`src/rtl/dmem_arbiter_pkg.sv`:
```
// Shared types, funct3 encodings and the alignment rule for the data-memory arbiter.
// Loads and stores share funct3 encodings; only the low two bits select the access size.
package dmem_arb_pkg;

    localparam int DM_ADDRESS_DEF = 9;
    localparam int DATA_W_DEF     = 32;

    typedef enum logic {IDLE, ISSUE} arb_state_t;
    typedef enum logic {REQ_CORE, REQ_DBG} req_id_t;

    localparam logic [2:0] F3_LB  = 3'b000;
    localparam logic [2:0] F3_LH  = 3'b001;
    localparam logic [2:0] F3_LW  = 3'b010;
    localparam logic [2:0] F3_LBU = 3'b100;
    localparam logic [2:0] F3_LHU = 3'b101;
    localparam logic [2:0] F3_SB  = 3'b000;
    localparam logic [2:0] F3_SH  = 3'b001;
    localparam logic [2:0] F3_SW  = 3'b010;

    // Byte accesses and non-standard sizes (funct3[1:0]=11) are never flagged.
    function automatic logic is_misaligned(input logic [2:0] funct3, input logic [1:0] addr_lo);
        logic bad;
        bad = 1'b0;
        if (funct3[1:0] == F3_LW[1:0]) begin
            bad = (addr_lo != 2'b00);
        end else if (funct3[1:0] == F3_LH[1:0]) begin
            bad = addr_lo[0];
        end
        return bad;
    endfunction

endpackage

```
`src/rtl/dmem_arbiter_if.sv`:
```
// Bundle of both requester ports plus the datamemory-facing signals of the arbiter.
// Handshake: a requester holds req and payload stable until it sees gnt in the same cycle;
// the response (rvalid, rdata, err) is a one-cycle pulse two cycles after gnt.
interface dmem_arbiter_if #(
    parameter int DM_ADDRESS = 9,
    parameter int DATA_W     = 32
);
    logic                  c_req;
    logic                  c_we;
    logic [DM_ADDRESS-1:0] c_addr;
    logic [DATA_W-1:0]     c_wdata;
    logic [2:0]            c_funct3;
    logic                  c_gnt;
    logic                  c_rvalid;
    logic [DATA_W-1:0]     c_rdata;
    logic                  c_err;

    logic                  d_req;
    logic                  d_we;
    logic [DM_ADDRESS-1:0] d_addr;
    logic [DATA_W-1:0]     d_wdata;
    logic [2:0]            d_funct3;
    logic                  d_gnt;
    logic                  d_rvalid;
    logic [DATA_W-1:0]     d_rdata;
    logic                  d_err;

    logic                  dbg_lock;

    logic                  MemRead;
    logic                  MemWrite;
    logic [DM_ADDRESS-1:0] a;
    logic [DATA_W-1:0]     wd;
    logic [2:0]            Funct3;
    logic [DATA_W-1:0]     rd;

    modport slave (
        input  c_req, c_we, c_addr, c_wdata, c_funct3,
        output c_gnt, c_rvalid, c_rdata, c_err,
        input  d_req, d_we, d_addr, d_wdata, d_funct3,
        output d_gnt, d_rvalid, d_rdata, d_err,
        input  dbg_lock,
        output MemRead, MemWrite, a, wd, Funct3,
        input  rd
    );

    modport master (
        output c_req, c_we, c_addr, c_wdata, c_funct3,
        input  c_gnt, c_rvalid, c_rdata, c_err,
        output d_req, d_we, d_addr, d_wdata, d_funct3,
        input  d_gnt, d_rvalid, d_rdata, d_err,
        output dbg_lock,
        input  MemRead, MemWrite, a, wd, Funct3,
        output rd
    );

endinterface

```
`src/rtl/dmem_arbiter_rr_pick.sv`:
```
// Two-way round-robin picker; dbg_lock removes the core from eligibility.
module dmem_rr_pick
    import dmem_arb_pkg::*;
(
    input  logic    c_req,
    input  logic    d_req,
    input  logic    lock,
    input  req_id_t rr_ptr,
    output logic    valid,
    output req_id_t winner,
    output logic    contended
);

    logic c_elig;

    always_comb begin
        c_elig    = c_req && !lock;
        valid     = c_elig || d_req;
        contended = c_elig && d_req;
        if (contended) begin
            winner = rr_ptr;
        end else if (c_elig) begin
            winner = REQ_CORE;
        end else begin
            winner = REQ_DBG;
        end
    end

endmodule

```
`src/rtl/dmem_arbiter.sv`:
```
// Data-memory arbiter: grants core or debug, issues one registered access per grant,
// returns a tagged registered response. Misaligned accesses are answered with err only.
module dmem_arbiter
    import dmem_arb_pkg::*;
#(
    parameter int DM_ADDRESS = DM_ADDRESS_DEF,
    parameter int DATA_W     = DATA_W_DEF
) (
    input  logic       clk,
    input  logic       rst_n,
    dmem_arbiter_if.slave bus,
    output arb_state_t dbg_state,
    output req_id_t    dbg_rr_ptr
);

    arb_state_t            state_q, state_d;
    req_id_t               rr_ptr_q, rr_ptr_d;
    req_id_t               id_q, id_d;
    logic                  we_q, we_d;
    logic                  err_q, err_d;
    logic [DM_ADDRESS-1:0] a_q, a_d;
    logic [DATA_W-1:0]     wd_q, wd_d;
    logic [2:0]            f3_q, f3_d;
    logic                  mem_read_q, mem_read_d;
    logic                  mem_write_q, mem_write_d;
    logic                  c_rvalid_q, c_rvalid_d;
    logic                  c_err_q, c_err_d;
    logic [DATA_W-1:0]     c_rdata_q, c_rdata_d;
    logic                  d_rvalid_q, d_rvalid_d;
    logic                  d_err_q, d_err_d;
    logic [DATA_W-1:0]     d_rdata_q, d_rdata_d;

    logic                  pick_valid;
    req_id_t               pick_id;
    logic                  pick_contended;
    logic                  grant;
    logic                  sel_we;
    logic [DM_ADDRESS-1:0] sel_addr;
    logic [DATA_W-1:0]     sel_wdata;
    logic [2:0]            sel_f3;
    logic                  sel_err;
    logic [DATA_W-1:0]     resp_data;

    dmem_rr_pick u_pick (
        .c_req     (bus.c_req),
        .d_req     (bus.d_req),
        .lock      (bus.dbg_lock),
        .rr_ptr    (rr_ptr_q),
        .valid     (pick_valid),
        .winner    (pick_id),
        .contended (pick_contended)
    );

    // Grant is combinational so a requester can drop req on the very next cycle.
    assign grant     = rst_n && (state_q == IDLE) && pick_valid;
    assign bus.c_gnt = grant && (pick_id == REQ_CORE);
    assign bus.d_gnt = grant && (pick_id == REQ_DBG);

    always_comb begin
        sel_we    = (pick_id == REQ_DBG) ? bus.d_we     : bus.c_we;
        sel_addr  = (pick_id == REQ_DBG) ? bus.d_addr   : bus.c_addr;
        sel_wdata = (pick_id == REQ_DBG) ? bus.d_wdata  : bus.c_wdata;
        sel_f3    = (pick_id == REQ_DBG) ? bus.d_funct3 : bus.c_funct3;
        sel_err   = is_misaligned(sel_f3, sel_addr[1:0]);
        resp_data = (!we_q && !err_q) ? bus.rd : '0;
    end

    always_comb begin
        state_d     = state_q;
        rr_ptr_d    = rr_ptr_q;
        id_d        = id_q;
        we_d        = we_q;
        err_d       = err_q;
        a_d         = a_q;
        wd_d        = wd_q;
        f3_d        = f3_q;
        mem_read_d  = 1'b0;
        mem_write_d = 1'b0;
        c_rvalid_d  = 1'b0;
        c_err_d     = 1'b0;
        c_rdata_d   = c_rdata_q;
        d_rvalid_d  = 1'b0;
        d_err_d     = 1'b0;
        d_rdata_d   = d_rdata_q;
        case (state_q)
            IDLE: begin
                if (grant) begin
                    state_d     = ISSUE;
                    id_d        = pick_id;
                    we_d        = sel_we;
                    err_d       = sel_err;
                    a_d         = sel_addr;
                    wd_d        = sel_wdata;
                    f3_d        = sel_f3;
                    // Memory strobes are set up here so they are registered during ISSUE.
                    mem_read_d  = !sel_we && !sel_err;
                    mem_write_d = sel_we && !sel_err;
                    if (pick_contended) begin
                        rr_ptr_d = (pick_id == REQ_CORE) ? REQ_DBG : REQ_CORE;
                    end
                end
            end
            ISSUE: begin
                state_d = IDLE;
                if (id_q == REQ_CORE) begin
                    c_rvalid_d = 1'b1;
                    c_err_d    = err_q;
                    c_rdata_d  = resp_data;
                end else begin
                    d_rvalid_d = 1'b1;
                    d_err_d    = err_q;
                    d_rdata_d  = resp_data;
                end
            end
            default: state_d = IDLE;
        endcase
    end

    always_ff @(posedge clk) begin
        if (!rst_n) begin
            state_q     <= IDLE;
            rr_ptr_q    <= REQ_CORE;
            id_q        <= REQ_CORE;
            we_q        <= 1'b0;
            err_q       <= 1'b0;
            a_q         <= '0;
            wd_q        <= '0;
            f3_q        <= '0;
            mem_read_q  <= 1'b0;
            mem_write_q <= 1'b0;
            c_rvalid_q  <= 1'b0;
            c_err_q     <= 1'b0;
            c_rdata_q   <= '0;
            d_rvalid_q  <= 1'b0;
            d_err_q     <= 1'b0;
            d_rdata_q   <= '0;
        end else begin
            state_q     <= state_d;
            rr_ptr_q    <= rr_ptr_d;
            id_q        <= id_d;
            we_q        <= we_d;
            err_q       <= err_d;
            a_q         <= a_d;
            wd_q        <= wd_d;
            f3_q        <= f3_d;
            mem_read_q  <= mem_read_d;
            mem_write_q <= mem_write_d;
            c_rvalid_q  <= c_rvalid_d;
            c_err_q     <= c_err_d;
            c_rdata_q   <= c_rdata_d;
            d_rvalid_q  <= d_rvalid_d;
            d_err_q     <= d_err_d;
            d_rdata_q   <= d_rdata_d;
        end
    end

    assign bus.MemRead  = mem_read_q;
    assign bus.MemWrite = mem_write_q;
    assign bus.a        = a_q;
    assign bus.wd       = wd_q;
    assign bus.Funct3   = f3_q;
    assign bus.c_rvalid = c_rvalid_q;
    assign bus.c_err    = c_err_q;
    assign bus.c_rdata  = c_rdata_q;
    assign bus.d_rvalid = d_rvalid_q;
    assign bus.d_err    = d_err_q;
    assign bus.d_rdata  = d_rdata_q;
    assign dbg_state    = state_q;
    assign dbg_rr_ptr   = rr_ptr_q;

endmodule

```
`src/flat_wrapper.sv`:
```
// flat-port wrapper written by rule: the top's interface ports become plain ports
module dmem_arbiter_flat import dmem_arb_pkg::*;
#(
    parameter int DM_ADDRESS = DM_ADDRESS_DEF,
    parameter int DATA_W     = DATA_W_DEF
)
  (clk, rst_n, dbg_state, dbg_rr_ptr, bus_c_req, bus_c_we, bus_c_addr, bus_c_wdata, bus_c_funct3, bus_c_gnt, bus_c_rvalid, bus_c_rdata, bus_c_err, bus_d_req, bus_d_we, bus_d_addr, bus_d_wdata, bus_d_funct3, bus_d_gnt, bus_d_rvalid, bus_d_rdata, bus_d_err, bus_dbg_lock, bus_MemRead, bus_MemWrite, bus_a, bus_wd, bus_Funct3, bus_rd);
  dmem_arbiter_if #(.DM_ADDRESS(DM_ADDRESS), .DATA_W(DATA_W)) bus_i ();
  input  logic clk;
  input  logic rst_n;
  output arb_state_t dbg_state;
  output req_id_t dbg_rr_ptr;
  input wire logic [$bits(bus_i.c_req)-1:0] bus_c_req;
  input wire logic [$bits(bus_i.c_we)-1:0] bus_c_we;
  input wire logic [$bits(bus_i.c_addr)-1:0] bus_c_addr;
  input wire logic [$bits(bus_i.c_wdata)-1:0] bus_c_wdata;
  input wire logic [$bits(bus_i.c_funct3)-1:0] bus_c_funct3;
  output wire logic [$bits(bus_i.c_gnt)-1:0] bus_c_gnt;
  output wire logic [$bits(bus_i.c_rvalid)-1:0] bus_c_rvalid;
  output wire logic [$bits(bus_i.c_rdata)-1:0] bus_c_rdata;
  output wire logic [$bits(bus_i.c_err)-1:0] bus_c_err;
  input wire logic [$bits(bus_i.d_req)-1:0] bus_d_req;
  input wire logic [$bits(bus_i.d_we)-1:0] bus_d_we;
  input wire logic [$bits(bus_i.d_addr)-1:0] bus_d_addr;
  input wire logic [$bits(bus_i.d_wdata)-1:0] bus_d_wdata;
  input wire logic [$bits(bus_i.d_funct3)-1:0] bus_d_funct3;
  output wire logic [$bits(bus_i.d_gnt)-1:0] bus_d_gnt;
  output wire logic [$bits(bus_i.d_rvalid)-1:0] bus_d_rvalid;
  output wire logic [$bits(bus_i.d_rdata)-1:0] bus_d_rdata;
  output wire logic [$bits(bus_i.d_err)-1:0] bus_d_err;
  input wire logic [$bits(bus_i.dbg_lock)-1:0] bus_dbg_lock;
  output wire logic [$bits(bus_i.MemRead)-1:0] bus_MemRead;
  output wire logic [$bits(bus_i.MemWrite)-1:0] bus_MemWrite;
  output wire logic [$bits(bus_i.a)-1:0] bus_a;
  output wire logic [$bits(bus_i.wd)-1:0] bus_wd;
  output wire logic [$bits(bus_i.Funct3)-1:0] bus_Funct3;
  input wire logic [$bits(bus_i.rd)-1:0] bus_rd;
  assign bus_i.c_req = bus_c_req;
  assign bus_i.c_we = bus_c_we;
  assign bus_i.c_addr = bus_c_addr;
  assign bus_i.c_wdata = bus_c_wdata;
  assign bus_i.c_funct3 = bus_c_funct3;
  assign bus_c_gnt = bus_i.c_gnt;
  assign bus_c_rvalid = bus_i.c_rvalid;
  assign bus_c_rdata = bus_i.c_rdata;
  assign bus_c_err = bus_i.c_err;
  assign bus_i.d_req = bus_d_req;
  assign bus_i.d_we = bus_d_we;
  assign bus_i.d_addr = bus_d_addr;
  assign bus_i.d_wdata = bus_d_wdata;
  assign bus_i.d_funct3 = bus_d_funct3;
  assign bus_d_gnt = bus_i.d_gnt;
  assign bus_d_rvalid = bus_i.d_rvalid;
  assign bus_d_rdata = bus_i.d_rdata;
  assign bus_d_err = bus_i.d_err;
  assign bus_i.dbg_lock = bus_dbg_lock;
  assign bus_MemRead = bus_i.MemRead;
  assign bus_MemWrite = bus_i.MemWrite;
  assign bus_a = bus_i.a;
  assign bus_wd = bus_i.wd;
  assign bus_Funct3 = bus_i.Funct3;
  assign bus_i.rd = bus_rd;
  dmem_arbiter #(.DM_ADDRESS(DM_ADDRESS), .DATA_W(DATA_W)) u_core (.clk(clk), .rst_n(rst_n), .bus(bus_i), .dbg_state(dbg_state), .dbg_rr_ptr(dbg_rr_ptr));
endmodule
```
`config.mk`:
```
export PLATFORM = sky130hd
export DESIGN_NAME = dmem_arbiter_flat
export DESIGN_NICKNAME = d
export VERILOG_FILES = /design/src/rtl/dmem_arbiter_pkg.sv /design/src/rtl/dmem_arbiter_if.sv /design/src/rtl/dmem_arbiter_rr_pick.sv /design/src/rtl/dmem_arbiter.sv /design/src/flat_wrapper.sv
export SDC_FILE = /design/constraint.sdc
export NUM_CORES = 1
export LEC_CHECK = 0
export CAP_MARGIN = 20
export CORE_ASPECT_RATIO = 0.75
export CORE_MARGIN = 10
export CORE_UTILIZATION = 42
export CTS_BUF_LIST = sky130_fd_sc_hd__clkbuf_2
export DETAILED_ROUTE_END_ITERATION = 10
export GPL_ROUTABILITY_DRIVEN = 0
export PLACE_DENSITY = 0.83
export SETUP_SLACK_MARGIN = 0.15
export SLEW_MARGIN = 20
export SYNTH_ARGS = -nofsm -noshare
export SYNTH_HDL_FRONTEND = slang
export SYNTH_HIERARCHICAL = 1
export SYNTH_SLANG_ARGS = --single-unit
```
`constraint.sdc`:
```
create_clock -name clk -period 2 [get_ports clk]
set_input_delay 0.3 -clock clk [delete_from_list [all_inputs] [get_ports clk]]
set_output_delay 0.3 -clock clk [all_outputs]
set_load 0.05 [all_outputs]
```
==> results of run 1 <==
-- logic make-up after synthesis --
group | count (synthesis) | share of synthesized area, %
DFF | 119 | 48.2
buffers and inverters | 50 | 4.79
AOI/OAI and AO/OA | 113 | 19.3
and+or+nand+nor | 205 | 18.4
muxes | 45 | 9.32
-- worst reg2reg max path, stage by stage, from the launching register on --
cell      delay, ns
dfxtp_2        0.39
nand2_2        0.07
nand2_4        0.08
buf_4          0.12
mux2_4         0.30
a221oi_2       0.29
o21ai_2        0.10
o21a_1         0.17
-- cell usage after synthesis --
library cell	n	share of area, %
a21boi_0	23	3.5
a21boi_1	42	6.4
a221oi_2	1	0.30
and2_1	4	0.51
and2_2	1	0.15
and3_1	1	0.13
and3b_1	1	0.18
buf_2	15	1.5
buf_4	6	0.91
buf_6	1	0.23
clkbuf_1	27	2.1
dfxtp_1	119	48
inv_2	1	0.076
mux2_2	1	0.23
mux2_4	1	0.30
mux2i_1	42	8.5
mux2i_2	1	0.28
nand2_1	113	8.6
nand2b_1	1	0.13
nand3_1	66	6.7
nand3b_1	2	0.30
nor2_1	9	0.68
nor2_2	1	0.13
nor2b_1	1	0.13
nor2b_4	1	0.28
nor3_1	1	0.10
nor3b_1	1	0.15
o211a_1	41	8.3
o21a_1	2	0.30
o21ai_0	3	0.30
o21ai_2	1	0.18
or2_0	1	0.13
or2_1	1	0.13
-- flip-flops by register name, summed over array words and instances, names as in the netlist --
register	count
u_core/err_q	1
u_core/bus.Funct3	3
u_core/we_q	1
u_core/bus.c_rvalid	1
u_core/id_q	1
u_core/dbg_rr_ptr	1
u_core/bus.a	9
u_core/bus.d_err	1
u_core/bus.MemRead	1
u_core/bus.d_rvalid	1
u_core/bus.wd	32
u_core/bus.MemWrite	1
u_core/bus.c_err	1
u_core/bus.c_rdata	32
u_core/bus.d_rdata	32
u_core/dbg_state	1
-- routing by layer --
metal / vias to the layer above / GRT usage (%)
met5: - / 0
met4: 0 / 4.97
met3: 16 / 9.18
met2: 164 / 36.4
met1: 2327 / 21.5
li1: 2327 / -
-- stage by stage --
| step | worst slack, ns | cells | cell area [um^2] | setup TNS, ns | total power [W] |
|---|---|---|---|---|---|
| 4_1_cts | 0.0360 | 943 | 7940 | 0 | 0.00540 |
| 2_1_floorplan | 0.243 | 532 | 4940 | 0 | 0.00344 |
| 3_5_place_dp | -0.0459 | 906 | 7540 | -0.0459 | 0.00407 |
| 3_3_place_gp | -0.0184 | 906 | 7540 | -0.0184 | 0.00405 |
| 5_1_grt | -0.0506 | 945 | 7820 | -0.0832 | 0.00559 |
| 6_report | 0.0772 | 945 | 7820 | 0 | 0.00535 |
-- layout make-up --
type | instances | share of cell area (%)
Inverter | 1 | 0.0480
Timing Repair Buffer | 268 | 34.3
Clock inverter | 14 | 1.44
Antenna cell | 1 | 0.0320
Multi-Input combinational cell | 363 | 30.0
Clock buffer | 17 | 1.09
Tap cell | 162 | 2.59
Sequential cell | 119 | 30.5
-- worst paths after layout --
| check | slack (ns) | cells after the start | endpoint |
|---|---|---|---|
| worst max-delay path | 0.08 | 7 | bus_c_gnt |
| worst max register to register | 0.40 | 7 | u_core/err_q$_SDFFE_PN0P_ |
| worst min-delay path | 0.19 | 3 | u_core/bus.d_rdata[1]$_SDFFE_PN0P_ |
| worst min register to register | 0.47 | 2 | u_core/bus.d_rdata[24]$_SDFFE_PN0P_ |
-- power by group --
part	total (W)	internal, W	switching, W
clock	0.00135	0.000421	0.000931
combinational	0.00143	0.000583	0.000850
sequential	0.00257	0.00250	0.0000687
-- timing repair --
action,CTS,global route
gates resized for setup,346,48
endpoints found under the setup margin,116,29
pin swaps,2,1
buffers inserted,6,1
==> flow_metrics.py, run 1 <==
metrics = {
    "run_status": {
        "run_status": "finished clean",
    },
    "min_path": {
        "hp-class": "input port to flop",
        "hp-start": "rst_n",
    },
    "critical_path": {
        "worstPathRequired_ns": 1.70,
        "crit_start": "bus_c_req",
        "critPathMaxStageDelay_ns": 0.49,
        "cpLargestDelayFamily": "buffers and inverters",
        "cp-start-kind": "input port",
        "path_max_fanout": 3,
        "worst-setup-path-type": "input port to primary output",
        "arrival_ns": 1.62,
        "slowest_stage": "clkdlybuf4s50_1",
        "cp_cell_sequence": "clkdlybuf4s50_1, nor2b_4, or2_1, nand3b_1, buf_6, nor2_4, buf_12",
        "crit_buf_inv": 3,
        "crit_path_end_kind": "primary output",
        "timing.rr.start": "u_core/dbg_rr_ptr$_SDFFE_PN0P_",
    },
    "route": {
        "drt_iter0_markers": 289,
        "met3_wirelength_um": 1360,
        "drc": 0,
        "drt-met1-wl_um": 6880,
        "vias_per_cell": 5.12,
        "wl_met2_um": 9210,
        "routed_wl_um": 17700,
        "dr.pass1.iters": 7,
        "vias": 4834,
        "ant_nets": 0,
        "top_layer": "met4",
        "wl_per_cell_um": 18.7,
    },
    "flow_run": {
        "drv_cap": 0,
    },
    "power_and_ir_drop": {
        "leakage_nw": 3.46,
        "p_per_area_nw_per_um2": 684,
        "ir_worst_vdd_v": 0.000485,
    },
    "floorplanning": {
        "rows": 34,
        "die_area_um2": 16500,
        "die_w_um": 145,
        "initial_core_util_pct": 42.8,
        "coreArea_um2": 11500,
        "die_h_um": 114,
        "io_pins": 245,
    },
    "finish": {
        "nNetsFinal": 897,
        "multiInputGateArea_um2": 2350,
        "seq_area_um2": 2390,
        "final_util_pct": 67.9,
        "area_growth_pct": 58.4,
        "fillers": 920,
        "drive_gt1_share_pct": 24.2,
        "final_cell_mix": "clkdlybuf4s50_1 (125), dfxtp_1 (117), nand2_1 (111)",
        "layout_commonest_cell": "clkdlybuf4s50_1",
    },
    "timing": {
        "slew_viol_final": 0,
        "fin_crit_sh_pct": 96.1,
        "slew_headroom_pct": 64.7,
        "max_freq_mhz": 520,
        "holdWs_ns": 0.194,
        "tightest_slew_ns": 0.529,
        "rsz0062_at_grt": "true",
        "fin_skew_ns": 0.0289,
        "finalSetupViolCount": 0,
        "finalCriticalPeriod_ns": 1.92,
        "hold_viol_final": 0,
    },
    "clocking": {
        "clkSinkCount": 119,
        "cts.path.max_buffers": 2,
        "cts-root-buf": "clkbuf_2",
        "htreeDepth": 4,
        "clk_latency_ns": 0.67,
        "cts_hold_buf": 0,
        "path_clk_slew_ns": 0.17,
        "cts_made_buffers": 17,
        "cts_tree": "yes",
    },
    "placed_design": {
        "dp_hpwl_um": 13200,
        "port_buffers": 244,
    },
    "grt": {
        "grt_pass1_vias": 5000,
        "antenna_found_initial": 1,
        "grt_max_degree": 115,
        "grt-ovfl-total": 0,
        "grtUsageTotal_pct": 20.3,
        "grt_pass1_wl_um": 27100,
    },
    "synth": {
        "ys_types": 33,
        "ys_seq_elements": 119,
        "synth-seq-area-share_pct": 48.2,
        "ys_warn_count": 6,
        "synthesis.area_um2": 4940,
        "syn_inst": 532,
        "syn-num-nets": 659,
        "avgSynthCellArea_um2": 9.29,
    },
}
(Power assumes the default switching activity.)
==> run 2: changes to the inputs <==
--- a/config.mk
+++ b/config.mk
@@ -13,4 +13,5 @@
 export DETAILED_ROUTE_END_ITERATION = 10
 export GPL_ROUTABILITY_DRIVEN = 0
+export HOLD_SLACK_MARGIN = 0.1
 export PLACE_DENSITY = 0.83
 export SETUP_SLACK_MARGIN = 0.15
==> constraint.sdc (replaced) <==
create_clock -name clk -period 2 [get_ports clk]
set_input_delay 0.3 -clock clk [delete_from_list [all_inputs] [get_ports clk]]
set_output_delay 0.3 -clock clk [all_outputs]
set_load 0.1 [all_outputs]
==> run 2 against run 1 <==
Setup slack gained 0.0032 ns. Global-route usage down 0.85 points. Core utilization decreased by 1.2 points. First-iteration DRC count is 20% lower. Critical path type unchanged. Critical path depth unchanged. Via count is 2.1% lower. Highest routed layer unchanged. Largest cell class unchanged.
==> flow_metrics.py, run 2 (synthesized netlist as in run 1, its figures left out) <==
metrics = {
    "timing": {
        "hold_viol_final": 0,
        "holdWs_ns": 0.218,
        "finalSetupTns_ns": 0,
        "tightest_slew_ns": 0.658,
        "max_freq_mhz": 521,
        "fin_crit_sh_pct": 96.0,
        "finalCriticalPeriod_ns": 1.92,
        "finalSetupViolCount": 0,
        "slew_viol_final": 0,
        "slew_headroom_pct": 56.2,
        "rsz0062_at_grt": "true",
        "fin_skew_ns": 0.0284,
    },
    "power_and_ir_drop": {
        "p_seq_share_pct": 41.3,
        "combPwrFrac_pct": 30.5,
        "power_w": 0.00621,
        "switchingPower_w": 0.00229,
        "leakage_nw": 3.70,
        "power.share.clock_pct": 28.2,
        "swShare_pct": 36.9,
        "p_per_area_nw_per_um2": 808,
        "internal-power_w": 0.00392,
        "ir_worst_vdd_v": 0.000481,
    },
    "finish": {
        "nNetsFinal": 902,
        "drive_gt1_share_pct": 24.6,
        "final_cell_mix": "buf_4 (137), clkdlybuf4s50_1 (125), dfxtp_1 (117)",
        "area_growth_pct": 55.7,
        "stdcell_count": 951,
        "layout_commonest_cell": "buf_4",
    },
    "critical_path": {
        "worst-setup-path-type": "input port to primary output",
        "cp_cell_sequence": "clkdlybuf4s50_1, nor2b_4, or2_1, nand3b_1, buf_6, nor2_4, buf_12",
        "critPathMaxStageDelay_ns": 0.45,
        "crit_buf_inv": 3,
        "crit_path_end_kind": "primary output",
        "cp-start-kind": "input port",
        "cpLargestDelayFamily": "buffers and inverters",
        "slowest_stage": "clkdlybuf4s50_1",
        "arrival_ns": 1.62,
        "worstPathRequired_ns": 1.70,
        "path_max_fanout": 3,
    },
    "route": {
        "ant_nets": 0,
        "dr.pass1.iters": 4,
        "drc": 0,
        "vias_per_cell": 4.97,
        "drt_iter0_markers": 230,
        "vias": 4731,
        "routed_wl_um": 16900,
        "wl_per_cell_um": 17.8,
    },
    "grt": {
        "top_usage_layer": "met2",
        "grt_max_degree": 115,
        "grt_pass1_wl_um": 26200,
        "antenna_found_initial": 1,
        "use_met1_pct": 21.4,
        "grt_use_met2_pct": 35.7,
        "grt.met3_usage_pct": 5.82,
        "grt-ovfl-total": 0,
        "grt_pass1_vias": 4919,
        "grtUsageTotal_pct": 19.4,
    },
    "clocking": {
        "clk_latency_ns": 0.64,
        "cts.path.max_buffers": 2,
        "cts-root-buf": "clkbuf_2",
        "path_clk_slew_ns": 0.19,
        "clkSinkCount": 119,
        "htreeDepth": 4,
        "cts_made_buffers": 17,
        "cts_tree": "yes",
    },
    "placed_design": {
        "dp_hpwl_um": 12600,
        "port_buffers": 244,
        "placed_cells": 908,
    },
    "floorplanning": {
        "initial_core_util_pct": 42.8,
        "coreArea_um2": 11500,
        "io_pins": 245,
        "die_area_um2": 16500,
        "die_w_um": 145,
        "die_h_um": 114,
        "rows": 34,
    },
    "run_status": {
        "run_status": "finished clean",
    },
    "flow_run": {
        "drv_cap": 0,
    },
    "min_path": {
        "hp-class": "input port to flop",
    },
}
[run 2: changes by cell type in the layout (fill, tap and decap cells not counted), moves of 2 or more]
| cell | before | now |
|---|---|---|
| buf_12 | 5 | 8 |
| buf_2 | 20 | 1 |
| buf_4 | 21 | 137 |
| bufinv_16 | 1 | 4 |
| clkdlybuf4s15_2 | 87 | 0 |
| clkdlybuf4s18_2 | 6 | 0 |
| clkinv_2 | 5 | 3 |
| clkinvlp_4 | 6 | 2 |
[run 2: worst paths after layout]
check                                                         start                             endpoint  slack (ns)  depth (start not counted)
worst min-delay path                                     bus_rd[26]  u_core/bus.c_rdata[26]$_SDFFE_PN0P_        0.22                          3
worst min register to register  u_core/bus.d_rdata[13]$_SDFFE_PN0P_  u_core/bus.d_rdata[13]$_SDFFE_PN0P_        0.46                          2
worst max-delay path                                      bus_c_req                            bus_c_gnt        0.08                          7
worst max register to register       u_core/dbg_rr_ptr$_SDFFE_PN0P_            u_core/err_q$_SDFFE_PN0P_        0.39                          7
[run 2: power by group through the flow]
stage	combinational, W	clock, W	sequential, W
2_1_floorplan	0.000429	0	0.00346
3_3_place_gp	0.00185	0	0.00261
3_5_place_dp	0.00187	0	0.00262
4_1_cts	0.00189	0.00180	0.00257
5_1_grt	0.00197	0.00189	0.00258
6_report	0.00189	0.00175	0.00257
[run 2: layout make-up]
type                    instances  area, um^2
diodes                          1        2.50
multi-input cells             363        2350
repair buffers                273        2470
flip-flops and latches        119        2390
clock buffers                  19        95.1
inverters                       1        3.75
fillers                       951        3840
clock inverters                13         178
well taps                     162         203
[run 2: repair_timing]
item	in CTS	in global routing
setup endpoints to repair	2	2
gates resized for setup	6	2
pin swaps	1	1
hold buffers	1	0
endpoints found under the hold margin	1	0
buffers inserted	5	4
[run 2: worst register-to-register path: cells and delay by family, from the launching register on]
family          cells  cell delay (ns)
flops               1             0.39
buf+inv             1             0.16
mux                 1             0.31
compound gates      3             0.57
simple gates        2             0.13
[run 2: metrics by stage]
step	cell area, um^2	worst slack [ns]	utilization [%]
CTS	7650	0.0297	66.4
global route	7690	-0.0370	66.7
floorplan	4950	0.138	-
global placement	7310	0.00695	63.4
finish	7690	0.0804	66.7
detailed placement	7310	-0.0487	63.4
[run 2: metal layers]
layer / up-vias / routed length, um
met1: 2255 / 6910
li1: 2330 / -
met3: 11 / 894
met4: 0 / 168
met2: 135 / 8910
met5: - / 0
==> run 3: changes to the inputs <==
CORE_UTILIZATION = 38   (was 42)
PLACE_DENSITY = 0.79   (was 0.83)
clock period = 1.7 ns   (was 2 ns; I/O delays follow)
==> run 3 against run 2 <==
The flow now finishes with violations (setup timing). Clock power rose by 13%. Clock-buffer cell count fell by 2. Total power rose by 26%. Critical endpoint unchanged. Largest power group unchanged. Highest routed layer unchanged.
==> flow_metrics.py, run 3 (synthesized netlist as in run 1, its figures left out) <==
metrics = {
    "run_status": {
        "run_status": "complete, but fails checks",
        "failed_checks": "setup timing",
    },
    "timing": {
        "finalCriticalPeriod_ns": 1.92,
        "rsz0062_at_grt": "true",
        "finalSetupViolCount": 3,
        "hold_viol_final": 0,
        "fin_skew_ns": 0.0371,
        "max_freq_mhz": 522,
        "fin_crit_sh_pct": 113,
        "slew_viol_final": 0,
        "tightest_slew_ns": 0.476,
        "setup_ws_ns": -0.216,
        "slew_headroom_pct": 68.2,
    },
    "placed_design": {
        "placed_cells": 912,
        "dp_hpwl_um": 14200,
        "port_buffers": 244,
        "dpl_cell_area_um2": 8760,
    },
    "route": {
        "drt_iter0_markers": 322,
        "dr.pass1.iters": 5,
        "drc": 0,
        "wl_per_cell_um": 20.8,
        "ant_nets": 0,
        "vias_per_cell": 5.21,
        "routed_wl_um": 20300,
        "vias": 5083,
    },
    "clocking": {
        "cts_made_buffers": 17,
        "path_clk_slew_ns": 0.20,
        "clk_latency_ns": 0.65,
        "cts.path.max_buffers": 2,
        "cts_tree": "yes",
        "clkSinkCount": 119,
        "cts-root-buf": "clkbuf_2",
        "htreeDepth": 4,
    },
    "critical_path": {
        "cpLargestDelayFamily": "flip-flops",
        "crit_buf_inv": 2,
        "cp_cell_sequence": "nand3b_1, buf_6, nor2_4, buf_12",
        "slowest_stage": "dfxtp_4",
        "path_max_fanout": 3,
        "crit_path_end_kind": "primary output",
        "critPathMaxStageDelay_ns": 0.37,
        "arrival_ns": 1.66,
        "worstPathRequired_ns": 1.44,
        "worst-setup-path-type": "flop to primary output",
        "cp-start-kind": "flop",
    },
    "power_and_ir_drop": {
        "p_seq_share_pct": 40.0,
        "switchingPower_w": 0.00290,
        "p_per_area_nw_per_um2": 808,
        "power.share.clock_pct": 25.3,
        "leakage_nw": 4.24,
        "swShare_pct": 37.1,
        "ir_worst_vdd_v": 0.000558,
        "internal-power_w": 0.00491,
        "combPwrFrac_pct": 34.7,
    },
    "grt": {
        "grt-ovfl-total": 0,
        "grt_max_degree": 115,
        "antenna_found_initial": 1,
        "grt_pass1_wl_um": 29000,
        "grtUsageTotal_pct": 20.2,
        "grt_pass1_vias": 5255,
    },
    "floorplanning": {
        "io_pins": 245,
        "rows": 35,
        "die_w_um": 152,
        "coreArea_um2": 12500,
        "die_area_um2": 18000,
        "die_h_um": 119,
        "initial_core_util_pct": 39.6,
    },
    "flow_run": {
        "drv_cap": 0,
    },
    "finish": {
        "final_cell_mix": "clkdlybuf4s50_1 (125), buf_12 (125), nand2_1 (111)",
        "stdcell_count": 975,
        "area_growth_pct": 95.6,
        "final_area_um2": 9660,
        "nNetsFinal": 923,
        "drive_gt1_share_pct": 39.7,
        "final_util_pct": 77.4,
    },
    "min_path": {
        "hp-class": "input port to flop",
    },
}
run 3: changes by cell type in the layout (fill, tap and decap cells not counted), sizes merged, moves of 2 or more:
cell	delta
clkbuf	+2
buf	+4
clkinvlp	+2
dlygate4sd3	+13
run 3: layout make-up:
cell class                 instances  area (um^2)
antenna                            1         2.50
tap                              166          208
clock inverter                    14          178
fill                             733         2820
multi-input combinational        363         2380
inverter                           1         3.75
timing repair buffer             294         4260
clock buffer                      17         85.1
sequential                       119         2550
run 3: layer usage:
metal / GRT usage (%) / vias to the layer above / wire, um
met1: 21.3 / 2425 / 7130
met4: 5.23 / 0 / 212
met3: 11.4 / 16 / 2730
li1: - / 2377 / -
met2: 34.0 / 265 / 10200
met5: 0 / - / 0
run 3: final timing paths:
path | startpoint | end | slack [ns] | cells after the start
hold reg to reg | u_core/bus.c_rdata[28]$_SDFFE_PN0P_ | u_core/bus.c_rdata[28]$_SDFFE_PN0P_ | 0.49 | 2
setup / recovery | u_core/dbg_state$_SDFF_PP0_ | bus_c_gnt | -0.22 | 4
hold / removal | bus_rd[6] | u_core/bus.c_rdata[6]$_SDFFE_PN0P_ | 0.17 | 3
setup reg to reg | u_core/dbg_state$_SDFF_PP0_ | u_core/bus.c_rdata[11]$_SDFFE_PN0P_ | 0.16 | 8
run 3: worst reg2reg max path, delay by kind of cell (launching register included):
family | cells | cell delay, ns
DFF | 1 | 0.37
AOI/OAI and AO/OA | 1 | 0.19
and+or+nand+nor | 2 | 0.35
buffers and inverters | 5 | 0.61
run 3: what timing repair did:
action | 4_1_cts | 5_1_grt
cloned | 1 | 4
endpoints found under the setup margin | 119 | 150
gates resized for setup | 119 | 41
pin swaps | 2 | 1
hold endpoints to repair | 13 | 12
hold buffers | 4 | 10
buffers inserted | 7 | 5
run 3: power groups by stage:
| stage | sequential [W] | clock (W) | combinational, W |
|---|---|---|---|
| 3_5_place_dp | 0.00316 | 0 | 0.00257 |
| 5_1_grt | 0.00314 | 0.00216 | 0.00282 |
| 4_1_cts | 0.00312 | 0.00200 | 0.00263 |
| 6_report | 0.00312 | 0.00197 | 0.00271 |
| 2_1_floorplan | 0.00407 | 0 | 0.000508 |
| 3_3_place_gp | 0.00315 | 0 | 0.00252 |
run 3: stage by stage:
step / total power (W) / TNS [ns] / setup slack, ns / hold WS, ns
6_report: 0.00781 / -0.450 / -0.216 / 0.172
5_1_grt: 0.00812 / -0.926 / -0.368 / 0.0952
4_1_cts: 0.00774 / -0.607 / -0.305 / 0.0957
3_5_place_dp: 0.00573 / -8.98 / -0.256 / 0.489
3_3_place_gp: 0.00567 / -6.55 / -0.226 / 0.477
2_1_floorplan: 0.00457 / -0.0107 / -0.00580 / 0.401
